--- config.mk ---
export PLATFORM = sky130hd
export DESIGN_NAME = multi_rate_tick_gen
export DESIGN_NICKNAME = d
export VERILOG_FILES = /design/src/rtl/multi_rate_tick_gen.sv
export SDC_FILE = /design/constraint.sdc
export NUM_CORES = 1
export LEC_CHECK = 0
export BUFFER_PORTS_ARGS = -buffer_cell sky130_fd_sc_hd__buf_2
export CAP_MARGIN = 20
export CORE_MARGIN = 1.5
export CORE_UTILIZATION = 50
export CTS_CLUSTER_SIZE = 40
export DETAILED_ROUTE_END_ITERATION = 16
export PLACE_DENSITY_LB_ADDON = 0.15
export SLEW_MARGIN = 20
export SYNTH_ARGS = -nofsm -noshare
export SYNTH_HDL_FRONTEND = slang
export SYNTH_SLANG_ARGS = --single-unit
--- constraint.sdc ---
create_clock -name clk -period 6.65 [get_ports clk]
set_input_delay 0.3325 -clock clk [delete_from_list [all_inputs] [get_ports clk]]
set_output_delay 0.3325 -clock clk [all_outputs]
set_load 0.05 [all_outputs]
--- src/rtl/multi_rate_tick_gen.sv ---
// ---------------------------------------------------------------------------
// multi_rate_tick_gen
//
// Purpose:
//   Generates NUM_CH independent single-cycle enable strobes ("ticks"), each
//   with its own runtime-programmable period, pause control and one-shot
//   mode. All channels share one clock domain. Game logic uses tick[i] as a
//   clock enable instead of raw divided-clock bits. A legacy free-running
//   counter is also provided for blocks that still expect divided-clock bits.
//
// Parameters:
//   NUM_CH         number of tick channels (1..16)
//   CNT_W          width of period registers, channel counters, free_count
//   DEFAULT_PERIOD period loaded into every channel at reset
//
// Ports:
//   clk          in   system clock (CLOCK_50 at top level)
//   reset        in   asynchronous active-low reset, clears all state
//   cfg_we       in   configuration write strobe
//   cfg_ch       in   channel index for the write (>= NUM_CH is ignored)
//   cfg_period   in   new period in clk cycles (0 disables the channel)
//   cfg_oneshot  in   new one-shot mode bit
//   ch_en        in   per-channel run enable, low pauses the channel
//   sync_clr     in   synchronous clear of all counters and done flags
//   tick         out  one-cycle strobe per channel
//   done         out  one-shot channel has fired and stopped
//   free_count   out  free-running cycle counter
//   sq_out       out  square wave toggled on every tick (optional)
//
// Optional feature:
//   Define TICK_SQUARE_OUT_EN to add the sq_out port, a registered square
//   wave of period 2*P[i] per channel, matching old divided_clocks usage.
// ---------------------------------------------------------------------------
module multi_rate_tick_gen #(
    parameter int NUM_CH         = 4,
    parameter int CNT_W          = 32,
    parameter int DEFAULT_PERIOD = 50_000_000
) (
    input  logic              clk,
    input  logic              reset,
    input  logic              cfg_we,
    input  logic [3:0]        cfg_ch,
    input  logic [CNT_W-1:0]  cfg_period,
    input  logic              cfg_oneshot,
    input  logic [NUM_CH-1:0] ch_en,
    input  logic              sync_clr,
    output logic [NUM_CH-1:0] tick,
    output logic [NUM_CH-1:0] done,
`ifdef TICK_SQUARE_OUT_EN
    output logic [NUM_CH-1:0] sq_out,
`endif
    output logic [CNT_W-1:0]  free_count
);

    localparam logic [CNT_W-1:0] DEF_P = CNT_W'(DEFAULT_PERIOD);
    localparam logic [CNT_W-1:0] ONE   = CNT_W'(1);

    logic [CNT_W-1:0]  period_q [NUM_CH];
    logic [CNT_W-1:0]  count_q  [NUM_CH];
    logic [NUM_CH-1:0] oneshot_q;
    logic [NUM_CH-1:0] en_q;
    logic              started_q;

    logic [NUM_CH-1:0] cfg_hit;
    logic [NUM_CH-1:0] running;
    logic [NUM_CH-1:0] at_wrap;
    logic [NUM_CH-1:0] en_fall;

    // Per-channel decode of the current cycle.
    // started_q holds every channel idle on the first edge after reset is
    // released, so no tick can appear in the cycle right after release even
    // for a period of 1. A write whose index is out of range matches no
    // channel and therefore changes nothing.
    always_comb begin
        cfg_hit = '0;
        running = '0;
        at_wrap = '0;
        en_fall = '0;
        for (int i = 0; i < NUM_CH; i++) begin
            cfg_hit[i] = cfg_we && (cfg_ch == 4'(i));
            running[i] = started_q && ch_en[i] && (period_q[i] != '0) && !done[i];
            at_wrap[i] = (count_q[i] == period_q[i] - ONE);
            en_fall[i] = en_q[i] && !ch_en[i];
        end
    end

    // Free-running legacy counter; nothing but reset affects it.
    always_ff @(posedge clk or negedge reset) begin
        if (!reset) begin
            free_count <= '0;
        end else begin
            free_count <= free_count + ONE;
        end
    end

    // Channel state update.
    // Priority per channel: sync_clr, then a configuration write, then
    // normal counting. A write landing on the wrap cycle therefore swallows
    // that tick and restarts the count. A paused channel keeps its count so
    // re-enabling resumes where it left off. Dropping ch_en re-arms a
    // channel that has completed its one-shot.
    always_ff @(posedge clk or negedge reset) begin
        if (!reset) begin
            for (int i = 0; i < NUM_CH; i++) begin
                period_q[i] <= DEF_P;
                count_q[i]  <= '0;
            end
            oneshot_q <= '0;
            en_q      <= '0;
            started_q <= 1'b0;
            tick      <= '0;
            done      <= '0;
`ifdef TICK_SQUARE_OUT_EN
            sq_out    <= '0;
`endif
        end else begin
            started_q <= 1'b1;
            en_q      <= ch_en;
            for (int i = 0; i < NUM_CH; i++) begin
                if (sync_clr) begin
                    count_q[i] <= '0;
                    done[i]    <= 1'b0;
                    tick[i]    <= 1'b0;
`ifdef TICK_SQUARE_OUT_EN
                    sq_out[i]  <= 1'b0;
`endif
                end else if (cfg_hit[i]) begin
                    period_q[i]  <= cfg_period;
                    oneshot_q[i] <= cfg_oneshot;
                    count_q[i]   <= '0;
                    done[i]      <= 1'b0;
                    tick[i]      <= 1'b0;
`ifdef TICK_SQUARE_OUT_EN
                    sq_out[i]    <= 1'b0;
`endif
                end else begin
                    tick[i] <= 1'b0;
                    if (running[i]) begin
                        if (at_wrap[i]) begin
                            count_q[i] <= '0;
                            tick[i]    <= 1'b1;
                            if (oneshot_q[i]) begin
                                done[i] <= 1'b1;
                            end
`ifdef TICK_SQUARE_OUT_EN
                            sq_out[i]  <= !sq_out[i];
`endif
                        end else begin
                            count_q[i] <= count_q[i] + ONE;
                        end
                    end
                    if (en_fall[i]) begin
                        done[i] <= 1'b0;
                    end
                end
            end
        end
    end

endmodule
=== After elaboration in Yosys (flattened, before gate mapping) ===
Cells that the tools add are included.
Widths: inputs -> output; s select.

* Flip-flop bits (word level): 305

* Add/subtract/negate cells: 9
* Equal/unequal tests: 7
* Muxes and demuxes: 56
* Bitwise operators: 1
* Reductions and logical operators: 57

{| class="wikitable"
|+ Operators with widths
! kind !! count
|-
| $mux 32 || 16
|-
| $add 32x1->32 const B || 5
|-
| $eq 32x32->1 || 4
|-
| $reduce_bool 32->1 || 4
|-
| $sub 32x1->32 const B || 4
|-
| $reduce_bool 4->1 || 12
|-
| $mux 1 || 40
|-
| $logic_and 1x1->1 || 20
|-
| $reduce_and 3->1 || 4
|-
| $reduce_bool 3->1 || 4
|-
| $eq 4x2->1 const B || 2
|-
| $logic_not 1->1 || 8
|-
| $reduce_and 2->1 || 4
|-
| $eq 4x1->1 const B || 1
|-
| $logic_not 4->1 || 1
|-
| $not 1->1 || 1
|}

=== Logic depth before layout (Yosys ltp) ===
Gate-level depths: netlist (run 1).

* Word-level depth: 7
* Gate-level depth with buffers: 14
* Depth with buffers taken out: 11

=== Worst setup path before layout (run 1) ===
Ideal clock, no wire load.

* Kind: register to register
* From: register period_q[0] in the netlist's numbering
* To: register count_q[20] in the netlist's numbering
* Library setup time: 0.129 ns
* Arrival: 3.337 ns
* Required time: 6.521 ns
* Path slack: 3.184 ns
* Cell stages (with the launch flop): 14
* Path buffers: 2
* Path through: dfrtp_1 inv_1 ha_1 clkbuf_1 or4b_1 or4_1 mux2_2 mux2i_1 a211o_1 nor4b_2 nand4b_1 buf_2 a32oi_1 o31ai_1

* Longest elaborated chain between the ends: 6

{| class="wikitable"
|+ Ends and longest elaborated chain
! item !! RTL line !! RTL
|-
| start: declaration || 58 || <nowiki>logic [CNT_W-1:0] period_q [NUM_CH];</nowiki>
|-
| start signal: indexed assignment || 128 || <nowiki>period_q[i] <= cfg_period;</nowiki>
|-
| $sub 32x1->32 || 82 || <nowiki>at_wrap[i] = (count_q[i] == period_q[i] - ONE);</nowiki>
|-
| $eq 32x32->1 || 82 ||
|-
| $mux 32 || 139 || <nowiki>if (at_wrap[i]) begin</nowiki>
|-
| $mux 32 || 138 || <nowiki>if (running[i]) begin</nowiki>
|-
| $mux 32 || 127 || <nowiki>end else if (cfg_hit[i]) begin</nowiki>
|-
| $mux 32 || 120 || <nowiki>if (sync_clr) begin</nowiki>
|-
| end signal: indexed assignment || 149 || <nowiki>count_q[i] <= count_q[i] + ONE;</nowiki>
|-
| end: declaration || 59 || <nowiki>logic [CNT_W-1:0] count_q [NUM_CH];</nowiki>
|}

Several ways; a longest one is shown, not always the timed one. The select of a mux whose other input is x is not followed.
A chain may end at the register's enable or synchronous reset.

=== Worst setup path after layout (run 1) ===
* From: register period_q[0] in the netlist's numbering
* To: register count_q[11] in the netlist's numbering

Same word-level chain as after synthesis.

==> results of run 1 <==
[final timing paths]
path,slack (ps),cells past startpoint,to,start
worst max-delay path,1980,11,count_q[11]$_DFFE_PN0P_,period_q[0]$_DFFE_PN0P_
worst min-delay path,100,3,period_q[109]$_DFFE_PN1P_,cfg_period[13]
worst max register to register,1980,11,count_q[11]$_DFFE_PN0P_,period_q[0]$_DFFE_PN0P_
worst min register to register,470,1,free_count[31]$_DFF_PN0_,free_count[31]$_DFF_PN0_
max in group asynchronous,4890,3,count_q[108]$_DFFE_PN0P_,reset
min in group asynchronous,390,2,period_q[33]$_DFFE_PN0P_,reset
[worst max-delay path, stage by stage (launching register included)]
cell      delay [ps]
dfrtp_1          420
inv_1             90
ha_1             320
or4b_1           550
or4_1            510
nor4b_1          280
nor2_1            90
a211o_1          290
nor4b_2          260
nand4b_1         780
nand2_2          700
o311ai_0         210
[final cells by class]
type / count / area share [%]
flip-flops and latches: 305 / 35.5
well taps: 518 / 2.99
repair buffers: 107 / 2.90
clock buffers: 54 / 5.07
clock inverters: 11 / 0.750
diodes: 2 / 0.0231
multi-input cells: 1691 / 52.1
inverters: 43 / 0.744
[kinds of logic after synthesis]
| kind of cell | Yosys count |
|---|---|
| xor+xnor | 190 |
| buf+inv | 182 |
| compound gates | 336 |
| flops | 305 |
| other cells | 1 |
| fa+ha+maj | 9 |
| mux | 157 |
| simple gates | 998 |
[power by group through the flow]
stage | Combinational [mW] | Sequential (mW) | Clock [mW]
2_1_floorplan | 0.955 | 2.24 | 0
3_3_place_gp | 1.17 | 2.35 | 0
3_5_place_dp | 1.19 | 2.36 | 0
4_1_cts | 1.20 | 2.33 | 2.16
5_1_grt | 1.33 | 2.38 | 2.23
6_report | 1.21 | 2.34 | 2.12
[layout by cell type (no fill, tap or decap), types with 13 or more instances in the layout]
| master | Yosys | routed |
|---|---|---|
| a21o_1 | 17 | 17 |
| dfstp_2 | 48 | 48 |
| buf_4 | 4 | 17 |
| xor2_1 | 62 | 62 |
| o31ai_1 | 23 | 22 |
| nand4_1 | 74 | 74 |
| mux2i_1 | 27 | 27 |
| nor3_1 | 88 | 87 |
| nand2_1 | 213 | 213 |
| dfrtp_1 | 257 | 257 |
| o211ai_1 | 15 | 15 |
| clkbuf_16 | 0 | 37 |
| or4_1 | 26 | 26 |
| xnor2_1 | 128 | 128 |
| inv_1 | 43 | 43 |
| a31oi_1 | 61 | 61 |
| a21oi_1 | 27 | 27 |
| and3_1 | 44 | 44 |
| and4_1 | 17 | 17 |
| nor2b_1 | 22 | 20 |
| or3_1 | 31 | 31 |
| nand4b_1 | 17 | 17 |
| o21ai_0 | 56 | 56 |
| or2_2 | 16 | 16 |
| nor4_1 | 46 | 45 |
| nor4b_1 | 19 | 19 |
| buf_2 | 11 | 83 |
| nor2_1 | 147 | 145 |
| and2_1 | 13 | 13 |
| o311ai_0 | 14 | 14 |
| mux2_2 | 130 | 130 |
| nand3_1 | 159 | 159 |
[repair_timing]
| item | CTS | global route |
|---|---|---|
| endpoints found under the hold margin | 70 | 0 |
| buffers inserted | 0 | 0 |
| endpoints found under the setup margin | 0 | 0 |
| hold buffers | 5 | 0 |
[metrics by stage]
stage,setup WS (ps),util [%]
CTS,2000,55.9
detailed placement,2050,52.6
global route,1540,56.0
floorplan,3180,-
finish,1980,56.0
global placement,2120,52.6
[layer usage]
layer / vias up / GRT usage (%)
met3: 96 / 2.85
li1: 8103 / -
met2: 491 / 42.2
met4: 0 / 10.1
met1: 8484 / 39.4
met5: - / 0
[state kept, by name (all words and copies together), names as in the netlist]
name and flops:
count_q 128, done 4, en_q 4, free_count 32
oneshot_q 4, period_q 128, started_q 1, tick 4
==> flow_summary_export.csv, run 1 <==
group,metric,value,unit
logic_synthesis,synth_edf_count,0,
critical_path,crit_path_start_kind,"flop",
finish,multi_input_area,0.0113,sq mm
logic_synthesis,muxShareOfSynthArea,8.81,%
finish,drive_above_1_share,17.7,%
placement,dp_hpwl,38700,um
pwr,power,5.67,mW
pwr,p_leak,8.78,nW
timing,hold_violations,0,
logic_synthesis,yosys.area_share.simple,27.2,%
global_routing,grt_usage,27.2,%
routing,antenna_left,0,
finish,syn_to_final_growth,10.2,%
run,drv_cap,0,
outcome,status,"complete, no violations",
die,ioPinCount,85,
global_routing,antenna_found_initial,1,
logic_synthesis,yosys_warnings,0,
routing,vias_per_cell,6.29,
routing,routed_wl,54800,um
routing,met3_length,2620,um
die,rows,72,
logic_synthesis,synthXorXnorAreaFrac,8.46,%
routing,first_pass_iters,7,
logic_synthesis,synth-adder-area-share,0.572,%
critical_path,critPathKind,"reg2reg",
timing,max_slew.worst_pin.slew,1100,ps
logic_synthesis,synth_top_cell_by_area,"dfrtp_1",
clock_network,clock_sinks,305,
timing,period_needed,4670,ps
clock_network,cts.clk_slew.worst_paths,70,ps
placement,dp.cells,2659,
finish,fin_cells,2731,
critical_path,endpoint_kind,"flop",
pwr,pwr-share-comb,21.3,%
routing,drcViolationCount,0,
logic_synthesis,synth_area_per_cell,9.03,sq um
placement,place.gp.congestion,0.939,
clock_network,clockBufferDepth,3,
die,die_area,0.0406,sq mm
global_routing,grt_pass1_vias,16300,
logic_synthesis,ys_types,88,
logic_synthesis,ys_seq_elements,305,
timing,fmax,214,MHz
routing,dr_wl_met2,24700,um
clock_network,root_buffer,"clkbuf_16",
critical_path,crit_path_max_fanout,22,
finish,fillers,3550,
logic_synthesis,ys_seq_area_share,39.1,%
clock_network,clock_latency,550,ps
pwr,intPower,3.90,mW
timing,rsz0062_at_grt,"no",
clock_network,htree_levels,2,
routing,drtIter0Drc,1248,
global_routing,grt_pass1_wl,89400,um
routing,vias,17200,
logic_synthesis,synth_area,0.0197,sq mm
die,die_h,201,um
timing,skew,21.7,ps
pwr,ir_drop,0.000165,V
logic_synthesis,synth_top_family_by_area,"simple AND/OR/NAND/NOR gates",
logic_synthesis,ys.flop_type,"dfrtp_1",
logic_synthesis,synthTopCellsByCount,"257 x dfrtp_1, 213 x nand2_1, 159 x nand3_1, 147 x nor2_1, 130 x mux2_2",
global_routing,grt_max_degree,165,
clock_network,cts_buffers,37,
timing,maxSlewHeadroom,26.5,%
logic_synthesis,synth_top_area_share,32.7,%
critical_path,arrival,5070,ps
timing,hold_ws,100,ps
clock_network,cts_tree,"yes",
logic_synthesis,synth_nets,2232,
clock_network,cts-resized-gates,0,
pwr,p_sw_share,31.3,%
logic_synthesis,synth_area_leaders,"dfrtp_1 33%, mux2_2 7.4%, dfstp_2 6.4%",
die,core_area,0.0387,sq mm
die,die_w,201,um
pwr,sequentialPowerShare,41.3,%
timing,finalSetupTns,0,ps
finish,final_area,0.0217,sq mm
finish,regArea,0.00769,sq mm
placement,postPlaceCellArea,0.0204,sq mm
routing,wl_per_cell,20.1,um
routing,wl_met1,25700,um
routing,routed.top_layer,"met4",
logic_synthesis,syn_inst,2178,
placement,io_buffers,84,
timing,setup_violations,0,
die,start_util,50.8,%
logic_synthesis,async_flop_share,100,%
timing,period_share,70.2,%
global_routing,overflow,0,
pwr,switchingPower,1.77,mW
critical_path,critPathRequiredTime,7050,ps
finish,layout.nets,2239,
pwr,clkPwrFrac,37.4,%
timing,slew_violations,0,
logic_synthesis,synth-compound-area-share,12.1,%
pwr,power_density,261,mW/mm^2
min_path,hold_path_class,"in2reg",
logic_synthesis,synth.most_common_cell,"dfrtp_1",
(Power assumes the default switching activity.)
==> run 2: changes to the inputs <==
--- a/config.mk
+++ b/config.mk
@@ -5,6 +5,7 @@
 export SDC_FILE = /design/constraint.sdc
 export NUM_CORES = 1
 export LEC_CHECK = 0
+export ABC_AREA = 1
 export BUFFER_PORTS_ARGS = -buffer_cell sky130_fd_sc_hd__buf_2
 export CAP_MARGIN = 20
 export CORE_MARGIN = 1.5
==> constraint.sdc (replaced) <==
create_clock -name clk -period 4.23 [get_ports clk]
set_input_delay 0.2115 -clock clk [delete_from_list [all_inputs] [get_ports clk]]
set_output_delay 0.2115 -clock clk [all_outputs]
set_load 0.05 [all_outputs]
==> flow_summary_export.csv, run 2 <==
group,metric,value,unit
pwr,intPower,6.15,mW
pwr,switchingPower,3.58,mW
clock_network,cts.clk_slew.worst_paths,60,ps
logic_synthesis,synth_top_cell_by_area,"dfrtp_1",
critical_path,critPathRequiredTime,4670,ps
timing,skew,19.1,ps
timing,period_share,68.8,%
logic_synthesis,ys_seq_elements,305,
routing,vias_per_cell,5.27,
finish,syn_to_final_growth,9.99,%
global_routing,grt_pass1_wl,106000,um
timing,fmax,343,MHz
logic_synthesis,synth_area,0.0219,sq mm
global_routing,grt_pass1_vias,19700,
global_routing,grt_usage,30.0,%
pwr,pwr-share-comb,28.1,%
logic_synthesis,async_flop_share,100,%
clock_network,root_buffer,"clkbuf_16",
pwr,sequentialPowerShare,37.5,%
logic_synthesis,synth_nets,3326,
placement,dp_slack,1360,ps
routing,wl_per_cell,16.9,um
min_path,hold_path_class,"in2reg",
placement,dp.cells,3869,
pwr,p_sw_share,36.8,%
die,start_util,50.7,%
timing,finalSetupTns,0,ps
pwr,power_density,404,mW/mm^2
logic_synthesis,synth.most_common_cell,"nand2_1",
clock_network,cts_buffers,37,
placement,io_buffers,84,
finish,reg_top3,"count_q: 128 flops, period_q: 128 flops, free_count: 32 flops",
critical_path,crit_path_max_fanout,32,
run,drv_cap,0,
clock_network,clockBufferDepth,3,
timing,worst_slack,1320,ps
critical_path,arrival,3360,ps
logic_synthesis,synth_top_area_share,29.4,%
die,die_w,212,um
logic_synthesis,ys.flop_type,"dfrtp_1",
critical_path,critPathKind,"reg2reg",
finish,drive_above_1_share,10.1,%
timing,maxSlewHeadroom,31.7,%
die,core_area,0.0432,sq mm
logic_synthesis,syn_inst,3272,
logic_synthesis,synth_area_per_cell,6.69,sq um
die,die_area,0.0451,sq mm
die,rows,76,
routing,drcViolationCount,0,
logic_synthesis,synth_area_leaders,"dfrtp_1 29%, nand2_1 18%, nor2_1 7.3%",
die,ioPinCount,85,
critical_path,crit_path_start_kind,"flop",
routing,first_pass_iters,6,
logic_synthesis,synthTopCellsByCount,"1071 x nand2_1, 427 x nor2_1, 338 x inv_1, 257 x dfrtp_1, 231 x nand3_1",
clock_network,cts-resized-gates,0,
finish,final_cell_mix,"1067 x nand2_1, 426 x nor2_1, 338 x inv_1, 257 x dfrtp_1, 231 x nand3_1",
timing,rsz0062_at_grt,"no",
timing,max_slew.worst_pin.slew,1020,ps
die,die_h,212,um
logic_synthesis,ys_types,53,
clock_network,clock_latency,570,ps
logic_synthesis,yosys_warnings,0,
finish,fillers,4294,
finish,fin_cells,3943,
logic_synthesis,synth_edf_count,0,
pwr,clkPwrFrac,34.4,%
global_routing,antenna_found_initial,7,
finish,final_common_cell,"nand2_1",
routing,routed_wl,66500,um
timing,slew_violations,0,
global_routing,grt_max_degree,95,
finish,multi_input_area,0.0125,sq mm
pwr,p_leak,11.9,nW
timing,period_needed,2910,ps
pwr,ir_drop,0.000405,V
routing,antenna_left,0,
timing,hold_ws,33.3,ps
critical_path,r2r_slack,1320,ps
critical_path,endpoint_kind,"flop",
clock_network,htree_levels,2,
outcome,status,"complete, no violations",
placement,place.gp.congestion,0.957,
clock_network,clock_sinks,305,
timing,hold_violations,0,
logic_synthesis,ys_seq_area_share,35.1,%
finish,layout.nets,3382,
timing,setup_violations,0,
clock_network,cts_tree,"yes",
global_routing,overflow,0,
routing,drtIter0Drc,1709,
finish,regArea,0.00769,sq mm
placement,dp_hpwl,51500,um
routing,vias,20800,
## run 2: cell count changes after synthesis, moves of 58 or more
cell      change
mux2_2      -130
xor2_1       +89
nand2_1     +858
nand3_1      +72
nor2_1      +280
nand3b_1     +71
o21ai_0     +109
clkbuf_1     -58
xnor2_1      -59
inv_1       +295
## run 2: logic make-up after synthesis
| family | Yosys count | synth area share, % |
|---|---|---|
| buffers and inverters | 442 | 8.02 |
| AOI/OAI and AO/OA | 231 | 5.60 |
| xor gates and xnor gates | 225 | 9.32 |
| DFF | 305 | 35.1 |
| and+or+nand+nor | 2059 | 41.4 |
| other | 1 | 0.0171 |
| adders and majority gates | 9 | 0.514 |
## run 2: worst max-delay path: stages (launching register included)
cell      delay, ps
dfrtp_1         410
inv_2            80
ha_1            180
nand2_1         120
nor2_2          200
nand2_1         140
nor2_1          200
nand3_1         150
nand3_1         140
nand2_1          70
nor2_1           80
nand3_1          80
nor2_1          170
nand2_2         420
nand3b_1        240
nand2_1          80
## run 2: final cells by class
cell class              instances  area share, %
clock buffers                  47           4.13
inverters                     360           5.61
clock inverters                21           1.13
flip-flops and latches        305           31.9
well taps                     585           3.04
repair buffers                 99           2.41
multi-input cells            2525           51.7
diodes                          1         0.0104
## run 2: power by group through the flow
| stage | Clock (mW) | Sequential (mW) | Combinational [mW] |
|---|---|---|---|
| 2_1_floorplan | 0 | 3.52 | 2.07 |
| 3_3_place_gp | 0 | 3.68 | 2.68 |
| 3_5_place_dp | 0 | 3.69 | 2.70 |
| 4_1_cts | 3.43 | 3.64 | 2.72 |
| 5_1_grt | 3.54 | 3.68 | 3.12 |
| 6_report | 3.35 | 3.65 | 2.74 |
## run 2: metal layers
layer | GRT usage, % | share of wire [%]
met1 | 42.3 | 46
met2 | 47.6 | 45
met3 | 4.77 | 7.0
met4 | 8.22 | 2.2
met5 | 0 | 0
## run 2: final timing paths
check | cells after the start | from | to
max reg2reg | 15 | period_q[96]$_DFFE_PN0P_ | count_q[105]$_DFFE_PN0P_
min | 3 | cfg_period[28] | period_q[60]$_DFFE_PN0P_
min in group asynchronous | 2 | reset | count_q[51]$_DFFE_PN0P_
max | 15 | period_q[96]$_DFFE_PN0P_ | count_q[105]$_DFFE_PN0P_
max in group asynchronous | 3 | reset | count_q[64]$_DFFE_PN0P_
min reg2reg | 1 | free_count[0]$_DFF_PN0_ | free_count[0]$_DFF_PN0_
## run 2: metrics by stage
| stage | power [mW] | instance area [sq um] | utilization, % |
|---|---|---|---|
| after floorplan | 5.59 | 21900 | - |
| after global placement | 6.36 | 22800 | 52.7 |
| after detailed placement | 6.39 | 22800 | 52.7 |
| after CTS | 9.79 | 24100 | 55.8 |
| after global routing | 10.3 | 24100 | 55.8 |
| final | 9.73 | 24100 | 55.8 |
## run 2: timing repair
item | 4_1_cts | 5_1_grt
setup buffers | 0 | 0
hold endpoints to repair | 78 | 0
hold buffers | 5 | 0
